`config.mk`:
```
export PLATFORM = sky130hd
export DESIGN_NAME = scan_sequencer
export DESIGN_NICKNAME = d
export VERILOG_FILES = /design/src/rtl/scan_sequencer.sv
export SDC_FILE = /design/constraint.sdc
export NUM_CORES = 1
export LEC_CHECK = 0
export ABC_AREA = 0
export BUFFER_PORTS_ARGS = -buffer_cell sky130_fd_sc_hd__buf_2
export CORE_UTILIZATION = 55
export DETAILED_ROUTE_END_ITERATION = 12
export GPL_ROUTABILITY_DRIVEN = 0
export PLACE_DENSITY = 0.75
export SLEW_MARGIN = 40
export SYNTH_ARGS = -nofsm -noshare
export SYNTH_HDL_FRONTEND = slang
export SYNTH_SLANG_ARGS = --single-unit
```
`constraint.sdc`:
```
create_clock -name clk -period 2.5 [get_ports clk]
set_input_delay 0.5 -clock clk [delete_from_list [all_inputs] [get_ports clk]]
set_output_delay 0.5 -clock clk [all_outputs]
set_load 0.005 [all_outputs]
```
`src/rtl/scan_sequencer.sv`:
```
// scan_sequencer
//   Sequences two line scanners that share one capture path. Scanner A is
//   started first. Scanner B is started once A reports 80% progress, so the
//   two scans overlap. Each scanner's serial transfer is then commanded in
//   turn. The bits are deserialized LSB-first and written as bytes into a
//   32x8 capture buffer.
//
// Ports:
//   clk, rst          clock, synchronous active-high reset
//   start             one-cycle round request (ignored while busy)
//   cmd_a / cmd_b     scanner commands: 00 none, 01 start scan, 10 transfer
//   rdy_a / rdy_b     scanner 80%-progress flags
//   vld_a/dat_a,
//   vld_b/dat_b       serial bit streams (one bit per cycle while vld is high)
//   wr_en/wr_addr/
//   wr_data           capture buffer write port, addr = {scanner, byte index}
//   busy              high whenever the sequencer is not idle
//   done              one-cycle pulse at the end of a complete round
//   err               sticky timeout flag, cleared by rst or an accepted start
//
// States:
//   state   | meaning
//   IDLE    | waiting for start
//   START_A | cmd_a=01 for one cycle
//   WAIT_A  | waiting for rdy_a, timed
//   START_B | cmd_b=01 for one cycle
//   XFER_A  | receiving scanner A bytes, bit-gap timed
//   WAIT_B  | waiting for rdy_b (possibly already seen), timed
//   XFER_B  | receiving scanner B bytes, bit-gap timed
//   FINISH  | raise done, return to IDLE
//   ERR     | timeout: commands off, err set, return to IDLE
module scan_sequencer #(
  parameter int BYTES_PER_SCAN = 10,
  parameter int TIMEOUT        = 255,
  parameter int TO_W           = 8
) (
  input  logic       clk,
  input  logic       rst,
  input  logic       start,
  output logic [1:0] cmd_a,
  input  logic       rdy_a,
  input  logic       vld_a,
  input  logic       dat_a,
  output logic [1:0] cmd_b,
  input  logic       rdy_b,
  input  logic       vld_b,
  input  logic       dat_b,
  output logic       wr_en,
  output logic [4:0] wr_addr,
  output logic [7:0] wr_data,
  output logic       busy,
  output logic       done,
  output logic       err
);

  localparam logic [1:0]      CMD_NONE = 2'b00;
  localparam logic [1:0]      CMD_SCAN = 2'b01;
  localparam logic [1:0]      CMD_XFER = 2'b10;
  localparam logic [TO_W-1:0] TO_LOAD  = TO_W'(TIMEOUT);
  localparam logic [TO_W-1:0] TO_ONE   = TO_W'(1);
  localparam logic [3:0]      LAST_BYTE = 4'(BYTES_PER_SCAN - 1);

  typedef enum logic [3:0] {
    IDLE, START_A, WAIT_A, START_B, XFER_A, WAIT_B, XFER_B, FINISH, ERR
  } stateT;

  stateT           state;
  logic [TO_W-1:0] toCnt;
  logic [2:0]      bitCnt;
  logic [3:0]      byteCnt;
  logic [7:0]      shiftReg;
  logic            rdyBSeen;

  logic            xferB;
  logic            curVld;
  logic            curDat;
  logic [7:0]      nextByte;
  logic            toExpired;

  // Both transfer states share one datapath; only the selected scanner's
  // stream is looked at, the other one is ignored.
  always_comb begin
    xferB     = (state == XFER_B);
    curVld    = xferB ? vld_b : vld_a;
    curDat    = xferB ? dat_b : dat_a;
    nextByte  = {curDat, shiftReg[7:1]};
    toExpired = (toCnt == TO_ONE);
  end

  always_ff @(posedge clk) begin
    if (rst) begin
      state    <= IDLE;
      cmd_a    <= CMD_NONE;
      cmd_b    <= CMD_NONE;
      wr_en    <= 1'b0;
      wr_addr  <= '0;
      wr_data  <= '0;
      busy     <= 1'b0;
      done     <= 1'b0;
      err      <= 1'b0;
      toCnt    <= '0;
      bitCnt   <= '0;
      byteCnt  <= '0;
      shiftReg <= '0;
      rdyBSeen <= 1'b0;
    end else begin
      wr_en <= 1'b0;
      done  <= 1'b0;
      // Latches any rdy_b; the START_B entry below clears it, so only
      // pulses from START_B onward survive into WAIT_B.
      if (rdy_b) rdyBSeen <= 1'b1;

      case (state)
        IDLE: begin
          if (start) begin
            err   <= 1'b0;
            busy  <= 1'b1;
            cmd_a <= CMD_SCAN;
            state <= START_A;
          end
        end

        START_A: begin
          cmd_a <= CMD_NONE;
          toCnt <= TO_LOAD;
          state <= WAIT_A;
        end

        WAIT_A: begin
          // rdy is checked before the terminal count so it wins a tie
          if (rdy_a) begin
            cmd_b    <= CMD_SCAN;
            rdyBSeen <= 1'b0;
            state    <= START_B;
          end else if (toExpired) begin
            cmd_a <= CMD_NONE;
            cmd_b <= CMD_NONE;
            err   <= 1'b1;
            state <= ERR;
          end else begin
            toCnt <= toCnt - TO_ONE;
          end
        end

        START_B: begin
          cmd_b    <= CMD_NONE;
          cmd_a    <= CMD_XFER;
          toCnt    <= TO_LOAD;
          bitCnt   <= '0;
          byteCnt  <= '0;
          shiftReg <= '0;
          state    <= XFER_A;
        end

        XFER_A, XFER_B: begin
          if (curVld) begin
            toCnt    <= TO_LOAD;
            shiftReg <= nextByte;
            bitCnt   <= bitCnt + 3'd1;
            if (xferB) cmd_b <= CMD_NONE;
            else       cmd_a <= CMD_NONE;
            if (bitCnt == 3'd7) begin
              wr_en   <= 1'b1;
              wr_addr <= {xferB, byteCnt};
              wr_data <= nextByte;
              byteCnt <= byteCnt + 4'd1;
              if (byteCnt == LAST_BYTE) begin
                state <= xferB ? FINISH : WAIT_B;
              end
            end
          end else if (toExpired) begin
            // partial byte in shiftReg is simply dropped
            cmd_a <= CMD_NONE;
            cmd_b <= CMD_NONE;
            err   <= 1'b1;
            state <= ERR;
          end else begin
            toCnt <= toCnt - TO_ONE;
          end
        end

        WAIT_B: begin
          if (rdyBSeen || rdy_b) begin
            cmd_b    <= CMD_XFER;
            toCnt    <= TO_LOAD;
            bitCnt   <= '0;
            byteCnt  <= '0;
            shiftReg <= '0;
            state    <= XFER_B;
          end else if (toExpired) begin
            cmd_a <= CMD_NONE;
            cmd_b <= CMD_NONE;
            err   <= 1'b1;
            state <= ERR;
          end else begin
            toCnt <= toCnt - TO_ONE;
          end
        end

        FINISH: begin
          done  <= 1'b1;
          busy  <= 1'b0;
          state <= IDLE;
        end

        ERR: begin
          busy  <= 1'b0;
          state <= IDLE;
        end

        default: begin
          busy  <= 1'b0;
          state <= IDLE;
        end
      endcase
    end
  end

endmodule

```
==> impl_metrics.toml <==
[drt]
wirelength_um = 6130
drt-initial-drc-count = 245
ant_nets = 0
post_drt_wl_per_cell_um = 16.7
vias = 2381
drcViolationCount = 0
drt-vias-per-instance = 6.47
drt-pass1-iter-count = 5

[floorplan]
ios = 30
dieArea_sq_mm = 0.00486
core_area_sq_mm = 0.00438
rows = 24
fp.dieH_um = 69.7
start_util = 0.575
die_x_um = 69.7

[outcome]
outcome = "finished clean"

[cts]
cts.clk_slew.worst_paths_ns = 0.09
clockBufferDepth = 2
cts_buffers = 5
cts_hold_buffers = 0
ctsResizeCount = 0
insertion_delay_ns = 0.31
tritoncts = "yes"
h-tree-depth = 2
clock_sinks = 48
cts_setup_buffers = 0
cts-root-buf = "clkbuf_8"

[final_layout]
area_growth_pct = 10.3
layout.nets = 331
diodes = 0
drive_gt1_frac = 0.209
fin_cells = 368

[yosys]
synthCells = 291
synth_area_sq_mm = 0.00252
synth_ff_type = "dfxtp_1"
synth_nets = 306
ys_seq_area_frac = 0.381
synth_seq_cells = 48
yosysWarnings = 0
syn_avg_cell_area_sq_um = 8.67
synth_edf_count = 0
netlist-cell-type-count = 62
async_reset_ff_frac = 0

[global_routing]
grt_overflow = 0
grt_antenna_before_repair = 0
grt_pass1_wl_um = 10000
grt_usage = 0.260
grt_pass1_vias = 2094
grt_max_degree = 35

[timing]
fin_hold_ws_ns = 0.453
fin_crit_sh = 0.846
post-route-min-period_ns = 2.12
final_hold_viol_count = 0
slew_headroom = 0.576
setup_tns_ns = 0
worstMarginPinSlew_ns = 0.636
setup_ws_ns = 0.384
rsz0062_at_grt = "false"
skew_ns = 0.0104
clock.fmax_mhz = 473
final_max_slew_viol_count = 0
setup_viol_count_final = 0

[worst_setup_path]
endpoint_kind = "register"
critical_path_class = "register to register"
arrival_ns = 2.29
worstRegToRegCells = 4
startpoint_type = "register"
cp_max_fo = 15
required_ns = 2.68

[worst_hold_path]
hold_depth = 2
min_path_type = "register to register"

[job]
maxCapViolations = 0

[pwr]
irDropWorstVdd_mv = 0.593
p_total_mw = 2.00
p_per_area_mw_per_mm2 = 720
p_leak_nw = 1.06

[placement]
dpl.hpwl_um = 4160
port_buffers = 29
place_inst = 361
dp_slack_ns = 0.470
==> cells in the final DEF (no fill, tap or decap), types with 3 or more instances in the layout <==
cell type / synthesis / layout
ha_1: 6 / 6
a2111oi_0: 3 / 3
nor3_1: 10 / 10
clkbuf_8: 0 / 5
nand2_1: 40 / 40
buf_2: 8 / 29
o21ai_0: 9 / 9
and3_1: 4 / 4
nand2b_1: 7 / 7
a31oi_1: 4 / 4
nor2_1: 14 / 14
inv_1: 9 / 9
a211oi_1: 4 / 4
o31ai_1: 3 / 3
a21oi_1: 19 / 19
nand3_1: 15 / 15
o211ai_1: 3 / 3
a221oi_2: 5 / 5
o21ai_1: 7 / 7
dfxtp_1: 48 / 48
mux2i_1: 3 / 3
buf_4: 1 / 8
nand4_1: 6 / 6
==> flip-flops by register name (all words and copies together) (netlist names) <==
| register | flops |
|---|---|
| wr_data | 8 |
| busy | 1 |
| wr_en | 1 |
| err | 1 |
| shiftReg | 7 |
| done | 1 |
| cmd_a | 2 |
| rdyBSeen | 1 |
| cmd_b | 2 |
| byteCnt | 4 |
| toCnt | 8 |
| state | 4 |
| wr_addr | 5 |
| bitCnt | 3 |
==> critical path, cell delays in order, from the launching register on <==
cell      delay (ns)
dfxtp_1         0.67
or3b_1          0.51
o221ai_4        0.26
o41ai_1         0.42
a21oi_1         0.12
==> area by class of cell <==
type	count	area (sq um)
Timing Repair Buffer	37	205
Fill cell	379	1600
Sequential cell	48	961
Clock buffer	5	68.8
Tap cell	52	65.1
Inverter	9	33.8
Clock inverter	2	12.5
Multi-Input combinational cell	215	1440
==> final timing paths <==
kind / from / endpoint / slack (ns)
worst max-delay path: state[3] / toCnt[7] / 0.38
worst min-delay path: wr_addr[2] / wr_addr[2] / 0.45
worst max register to register: state[3] / toCnt[7] / 0.38
worst min register to register: wr_addr[2] / wr_addr[2] / 0.45
==> routing by layer <==
metal / part of all wire / track usage / wire length, um
met4: 0.022 / 0.127 / 134
met3: 0.074 / 0.0494 / 451
met2: 0.46 / 0.405 / 2820
met1: 0.44 / 0.347 / 2730
met5: 0 / 0 / 0
==> cell usage after synthesis, types with 5 or more instances <==
cell      count  area share
a21oi_1      19       0.038
a221oi_2      5       0.030
buf_2         8       0.016
clkbuf_1      9       0.013
dfxtp_1      48        0.38
ha_1          6       0.030
inv_1         9       0.013
nand2_1      40       0.060
nand2b_1      7       0.017
nand3_1      15       0.030
nand4_1       6       0.015
nor2_1       14       0.021
nor3_1       10       0.020
o21ai_0       9       0.018
o21ai_1       7       0.014
==> kinds of logic after synthesis <==
group                      Yosys count  synth area share
buffers and inverters               28            0.0501
DFF                                 48             0.381
adders and majority gates            6            0.0298
and+or+nand+nor                    118             0.245
muxes                                4            0.0164
AOI/OAI and AO/OA                   87             0.278
==> per-stage QoR <==
step,util,area (sq um)
after floorplan,-,2520
after global placement,0.616,2700
after detailed placement,0.616,2700
after CTS,0.634,2780
after global routing,0.634,2780
final,0.634,2780
==> power by group <==
group | switching (mW) | total, mW | internal (mW) | leakage [nW]
combinational | 0.407 | 0.653 | 0.245 | 0.630
clock | 0.272 | 0.462 | 0.190 | 0.0400
sequential | 0.0627 | 0.888 | 0.825 | 0.389
total | 0.742 | 2.00 | 1.26 | 1.06
(Power assumes the default switching activity.)
